===== config.mk =====
export PLATFORM = sky130hd
export DESIGN_NAME = div_issue_unit
export DESIGN_NICKNAME = d
export VERILOG_FILES = /design/src/rtl/div_pkg.sv /design/src/rtl/div_special_detect.sv /design/src/rtl/div_issue_unit.sv
export SDC_FILE = /design/constraint.sdc
export NUM_CORES = 1
export LEC_CHECK = 0
export CAP_MARGIN = 20
export CELL_PAD_IN_SITES_DETAIL_PLACEMENT = 1
export CELL_PAD_IN_SITES_GLOBAL_PLACEMENT = 1
export CORE_MARGIN = 8
export CORE_UTILIZATION = 34
export DETAILED_ROUTE_END_ITERATION = 10
export GPL_ROUTABILITY_DRIVEN = 0
export PLACE_DENSITY = 0.83
export SYNTH_ARGS = -nofsm -noshare
export SYNTH_HDL_FRONTEND = slang
export SYNTH_HIERARCHICAL = 1
export SYNTH_SLANG_ARGS = --single-unit

===== constraint.sdc =====
create_clock -name clk -period 4.6 [get_ports clk]
set_input_delay 0.69 -clock clk [delete_from_list [all_inputs] [get_ports clk]]
set_output_delay 0.69 -clock clk [all_outputs]
set_load 0.05 [all_outputs]

===== src/rtl/div_pkg.sv =====
// Shared types and constants for the divider issue stage.
package div_pkg;

  localparam int PARALLELISM = 32;

  // Bit patterns that select the special-case results at the default width.
  localparam logic [PARALLELISM-1:0] ALL_ONES = {PARALLELISM{1'b1}};
  localparam logic [PARALLELISM-1:0] MIN_VAL  = {1'b1, {(PARALLELISM-1){1'b0}}};

  // op[0] selects unsigned, op[1] selects remainder
  typedef enum logic [1:0] {
    OP_DIV  = 2'b00,
    OP_DIVU = 2'b01,
    OP_REM  = 2'b10,
    OP_REMU = 2'b11
  } div_op_e;

  typedef enum logic [1:0] {
    S_IDLE  = 2'b00,
    S_ISSUE = 2'b01,
    S_WAIT  = 2'b10,
    S_RESP  = 2'b11
  } div_state_e;

endpackage


===== src/rtl/div_special_detect.sv =====
// Combinational detection of divide-by-zero and signed overflow, with the
// architecturally defined quotient/remainder for those cases.
module div_special_detect
  import div_pkg::*;
#(
  parameter int parallelism = PARALLELISM
) (
  input  logic [1:0]             op_i,
  input  logic [parallelism-1:0] dividend_i,
  input  logic [parallelism-1:0] divisor_i,
  output logic                   hit_o,
  output logic [parallelism-1:0] quotient_o,
  output logic [parallelism-1:0] remainder_o
);

  localparam logic [parallelism-1:0] ONES  = {parallelism{1'b1}};
  localparam logic [parallelism-1:0] MIN_P = {1'b1, {(parallelism-1){1'b0}}};

  logic is_signed;
  logic div_zero;
  logic sgn_ovf;

  // Divide-by-zero takes priority; it also covers MIN / 0.
  always_comb begin
    is_signed   = (op_i == OP_DIV) || (op_i == OP_REM);
    div_zero    = (divisor_i == '0);
    sgn_ovf     = is_signed && (dividend_i == MIN_P) && (divisor_i == ONES);
    hit_o       = div_zero || sgn_ovf;
    quotient_o  = div_zero ? ONES : MIN_P;
    remainder_o = div_zero ? dividend_i : '0;
  end

endmodule


===== src/rtl/div_issue_unit.sv =====
// Issue stage in front of the iterative divider core. Special cases are
// answered locally; everything else is handed to the core with operands held
// stable from registers until the core's result pulse.
//
// state   | meaning
// IDLE    | ready for a new request
// ISSUE   | one-cycle start pulse to the core
// WAIT    | core busy; waiting for div_res_ready (result dropped if flushed)
// RESP    | response held on resp_* until resp_ready or flush
module div_issue_unit
  import div_pkg::*;
#(
  parameter int parallelism = PARALLELISM,
  parameter int TAG_W       = 4
) (
  input  logic                   clk,
  input  logic                   rst,
  input  logic                   req_valid,
  output logic                   req_ready,
  input  logic [1:0]             req_op,
  input  logic [parallelism-1:0] req_dividend,
  input  logic [parallelism-1:0] req_divisor,
  input  logic [TAG_W-1:0]       req_tag,
  input  logic                   flush,
  output logic                   resp_valid,
  input  logic                   resp_ready,
  output logic [parallelism-1:0] resp_data,
  output logic [TAG_W-1:0]       resp_tag,
  output logic                   resp_bypass,
  output logic                   div_valid,
  output logic                   div_usigned,
  output logic [parallelism-1:0] div_dividend,
  output logic [parallelism-1:0] div_divisor,
  input  logic [parallelism-1:0] div_quotient,
  input  logic [parallelism-1:0] div_reminder,
  input  logic                   div_res_ready
);

  div_state_e state_q, state_d;

  logic [1:0]             op_q, op_d;
  logic [parallelism-1:0] dividend_q, dividend_d;
  logic [parallelism-1:0] divisor_q, divisor_d;
  logic [parallelism-1:0] data_q, data_d;
  logic [TAG_W-1:0]       tag_q, tag_d;
  logic                   bypass_q, bypass_d;
  logic                   drop_q, drop_d;

  logic                   accept;
  logic                   drop_now;
  logic                   sp_hit;
  logic [parallelism-1:0] sp_quo;
  logic [parallelism-1:0] sp_rem;

  assign accept   = req_valid && (state_q == S_IDLE);
  // A flush arriving in the same cycle as the result still discards it.
  assign drop_now = drop_q || flush;

  div_special_detect #(
    .parallelism(parallelism)
  ) u_detect (
    .op_i       (req_op),
    .dividend_i (req_dividend),
    .divisor_i  (req_divisor),
    .hit_o      (sp_hit),
    .quotient_o (sp_quo),
    .remainder_o(sp_rem)
  );

  // State register.
  always_ff @(posedge clk or posedge rst) begin
    if (rst) state_q <= S_IDLE;
    else     state_q <= state_d;
  end

  // Next-state logic; the core cannot be aborted so a flushed op still waits for its result.
  always_comb begin
    state_d = state_q;
    case (state_q)
      S_IDLE:  if (accept) state_d = sp_hit ? S_RESP : S_ISSUE;
      S_ISSUE: state_d = S_WAIT;
      S_WAIT:  if (div_res_ready) state_d = drop_now ? S_IDLE : S_RESP;
      S_RESP:  if (flush || resp_ready) state_d = S_IDLE;
      default: state_d = S_IDLE;
    endcase
  end

  // State-decoded handshake outputs.
  always_comb begin
    req_ready  = (state_q == S_IDLE);
    div_valid  = (state_q == S_ISSUE);
    resp_valid = (state_q == S_RESP);
  end

  // Datapath next-state: operands only change on accept, i.e. never while the core is busy.
  always_comb begin
    op_d       = op_q;
    dividend_d = dividend_q;
    divisor_d  = divisor_q;
    data_d     = data_q;
    tag_d      = tag_q;
    bypass_d   = bypass_q;
    drop_d     = drop_q;
    if (accept) begin
      op_d       = req_op;
      dividend_d = req_dividend;
      divisor_d  = req_divisor;
      tag_d      = req_tag;
      drop_d     = 1'b0;
      bypass_d   = sp_hit;
      if (sp_hit) data_d = req_op[1] ? sp_rem : sp_quo;
    end
    if ((state_q == S_ISSUE || state_q == S_WAIT) && flush) drop_d = 1'b1;
    if (state_q == S_WAIT && div_res_ready && !drop_now) begin
      data_d   = op_q[1] ? div_reminder : div_quotient;
      bypass_d = 1'b0;
    end
  end

  // Datapath registers.
  always_ff @(posedge clk or posedge rst) begin
    if (rst) begin
      op_q       <= '0;
      dividend_q <= '0;
      divisor_q  <= '0;
      data_q     <= '0;
      tag_q      <= '0;
      bypass_q   <= 1'b0;
      drop_q     <= 1'b0;
    end else begin
      op_q       <= op_d;
      dividend_q <= dividend_d;
      divisor_q  <= divisor_d;
      data_q     <= data_d;
      tag_q      <= tag_d;
      bypass_q   <= bypass_d;
      drop_q     <= drop_d;
    end
  end

  // Core operands come straight from registers so they cannot move while the core samples signs.
  always_comb begin
    div_usigned  = op_q[0];
    div_dividend = dividend_q;
    div_divisor  = divisor_q;
    resp_data    = data_q;
    resp_tag     = tag_q;
    resp_bypass  = bypass_q;
  end

`ifndef SYNTHESIS
  // A result pulse outside WAIT means the core and this unit disagree on who owns an operation.
  res_ready_only_in_wait: assert property (@(posedge clk) disable iff (rst)
    div_res_ready |-> (state_q == S_WAIT))
    else $error("div_res_ready pulsed outside WAIT");
`endif

endmodule

==> results.txt <==
----------------------------------------------------
[Critical path]
  Type of element launching the critical path ... input port
  Data required, critical path ... 4.81 ns
  Worst reg2reg path depth ... 4
  Endpoint kind of the worst setup timing path ... flop
  Worst setup path category ... in -> reg
  Data arrival at the endpoint of the critical path ... between 3 and 4 ns
  Largest fanout on the critical path ... 33

[Clock network]
  CTS tree ... built
  # resized after CTS ... 0
  Num CTS Buffers ... 9
  Setup Buffers After CTS ... 0
  Clock transition at the registers of the reported paths ... roughly 0.08 ns
  Root cell of the clock tree ... clkbuf_16
  Clock net sink count ... around 110
  Clock insertion delay at the later pin of the skew report ... 0.35 ns
  Number of hold buffers added after cts ... 0
  Maximum clock insertion buffer count ... 2
  Number of levels in the clock H-tree ... 3

[Floorplanning]
  Core box area ... 0.0171 mm^2
  Starting Density ... 0.345
  Number of standard-cell rows in the floorplan ... 48
  I/O pin count ... between 200 and 250
  Die outline width ... 148 um
  Die Height ... 148 um
  Die ar. ... roughly 0.022 mm^2

[Detailed routing]
  Via-to-Cell Ratio ... slightly below 5
  Total routed wirelength ... between 15,000 and 20,000 um
  Antenna viol nets, final ... 0
  First DRT Iteration DRCs ... just under 100
  Count of TritonRoute iterations in the first routing pass ... 4
  Wire length per cell ... 21.8 um
  Total number of vias ... 4,358
  Residual DRC ... 0

[STA]
  Least-Margin Pin Slew ... 1.05 ns
  Count of endpoints failing hold in the final timing report ... 0
  Aggregate negative setup slack ... 0 ns
  Setup Skew ... roughly 0.010 ns
  Endpoints failing setup ... 0
  Peak clock frequency supported by timing ... 307 MHz
  Unrepaired setup endpoints after global routing ... false
  Final min period ... 3.25 ns
  Pins over their slew limit ... 0
  Share of the clock period used by the worst path ... 0.707
  Worst Slack Setup Final ... 1.35 ns
  Relative slew margins ... 0.298

[Logic synthesis]
  Share of synthesized area occupied by flip-flops and latches ... 0.450
  Post-synthesis instance total ... 454
  Yosys warning total ... 6
  Count of unique library cells instantiated by Yosys ... 34
  Post-synth design cell area ... 0.00590 mm^2
  Post-synth top flop ... dfrtp_1
  Post-synth ARST share ... 1.00
  Number of enable-type register cells in the synthesized netlist ... 0
  Register bit total from synthesis ... roughly 110
  Net count after synthesis ... 599
  Synthesized area per cell ... around 13 um^2

[Power]
  IR Drop Worst-Case VDD ... around 0.45 mV
  Leakage power figure ... between 3 and 4 nW
  PwrDens ... 734 mW/mm^2
  Total power consumption of the routed design ... 6.24 mW

[Final layout]
  Synthesis-to-finish area growth ... 44.2%
  Number of standard cells in the layout, taps in and fillers out ... between 800 and 900
  Share of cells above drive strength 1 ... 0.202
  Diode count ... 0
  Leading cell type in the layout, fill and taps excluded ... clkdlybuf4s50_1
  Commonest non-fill, non-tap cells in the layout ... 243 x clkdlybuf4s50_1, 105 x dfrtp_1, 102 x mux2_2
  Fill cell instance count of the final layout ... 1,780
  NumNets Final ... 800

[Worst hold path]
  Path category of the worst min-delay check ... reg -> reg
  Min-Delay Path Depth ... 1

[Place]
  Port Buffers ... 244
  Post-Place Cells ... 868
  HPWL after detailed placement ... around 15,000 um
  Dpl ws ... 0.924 ns

[GRT]
  Via count of the first global-routing pass ... slightly above 5,000
  Pin count of the biggest net entering global routing ... 82
  Grt total ovfl ... 0
  First-pass GRT wire length ... approximately 30,000 um
  Overall Global Routing Usage ... 0.176
  Number of antenna violations at the first check in global routing ... 1

[Flow run]
  Max-capacitance violation count ... 0

[Outcome]
  Result of the run ... finished, final reports clean

----------------------------------------------------
[final timing paths]
| kind | startpoint | end | slack (ns) |
|---|---|---|---|
| max | req_divisor[30] | resp_data[28] | 1.35 |
| max reg2reg | state_q[0] | div_divisor[5] | 2.45 |
| max in group asynchronous | rst | op_q[1] | 2.89 |
| min in group asynchronous | rst | div_dividend[4] | 0.64 |
| min | div_divisor[9] | div_divisor[9] | 0.51 |
| min reg2reg | div_divisor[9] | div_divisor[9] | 0.51 |
[cell type report]
cell class              instances  area (um^2)  share of cell area
multi-input cells             286         2740               0.322
flip-flops and latches        106         2650               0.312
repair buffers                248         2490               0.292
well taps                     225          282              0.0331
clock buffers                  10          229              0.0269
clock inverters                 6         96.3              0.0113
inverters                       4         17.5             0.00206
[worst max-delay path, stage by stage]
cell             delay (ns)
clkdlybuf4s50_1        0.58
nor4b_1                0.52
nand4_1                0.19
nor4_2                 0.17
a41o_1                 0.21
and3_2                 0.17
buf_4                  0.51
mux2i_1                0.30
mux2i_1                0.10
[where the power goes]
group | switching [mW] | internal [mW] | total, mW | leakage, nW
Combinational | 2.28 | 1.38 | 3.66 | 1.99
Sequential | 0.333 | 1.39 | 1.72 | 1.28
Clock | 0.376 | 0.485 | 0.861 | 0.155
Total | 2.99 | 3.25 | 6.24 | 3.42
[cell usage after synthesis (2+ instances only)]
cell	n	area [um^2]
dfrtp_1	106	2650
mux2_2	102	1150
mux2i_1	98	981
buf_4	32	240
and2_1	31	194
buf_2	12	60.1
nor4_1	12	75.1
nand4_1	9	56.3
buf_12	7	140
buf_6	5	56.3
ha_1	5	62.6
nor2_1	5	18.8
inv_1	4	15.0
clkbuf_1	2	7.51
nand2_1	2	7.51
nand4b_1	2	17.5
nor3_1	2	10.0
nor4b_1	2	17.5
[stage by stage]
step / util / hold slack (ns) / instance area (um^2)
after floorplan: - / 0.486 / 5900
after global placement: 0.476 / 0.488 / 8150
after detailed placement: 0.476 / 0.492 / 8150
after CTS: 0.495 / 0.508 / 8480
after global routing: 0.497 / 0.528 / 8510
final: 0.497 / 0.507 / 8510
[cells by family (layout without fill, tap and decap cells)]
family          after synthesis  count (layout)  synth area share
fa+ha+maj                     5               5            0.0106
buf+inv                      62             268            0.0880
compound gates                5               5           0.00785
flops                       106             106             0.450
mux                         200             200             0.361
other cells                   1               1          0.000636
simple gates                 75              75            0.0821
[per-layer routing]
metal	part of all wire	track usage	vias up	routed length [um]
li1	-	-	1996	-
met1	0.40	0.199	2203	7680
met2	0.51	0.311	137	9930
met3	0.073	0.0575	20	1400
met4	0.014	0.0510	2	277
met5	0.00067	0	-	13
[flip-flops by register name, summed over array words and instances (netlist names)]
name and count:
div_dividend 32, div_divisor 32, resp_data 32, resp_tag 4, op_q 2, state_q 2, drop_q 1, resp_bypass 1
(Power assumes the default switching activity.)
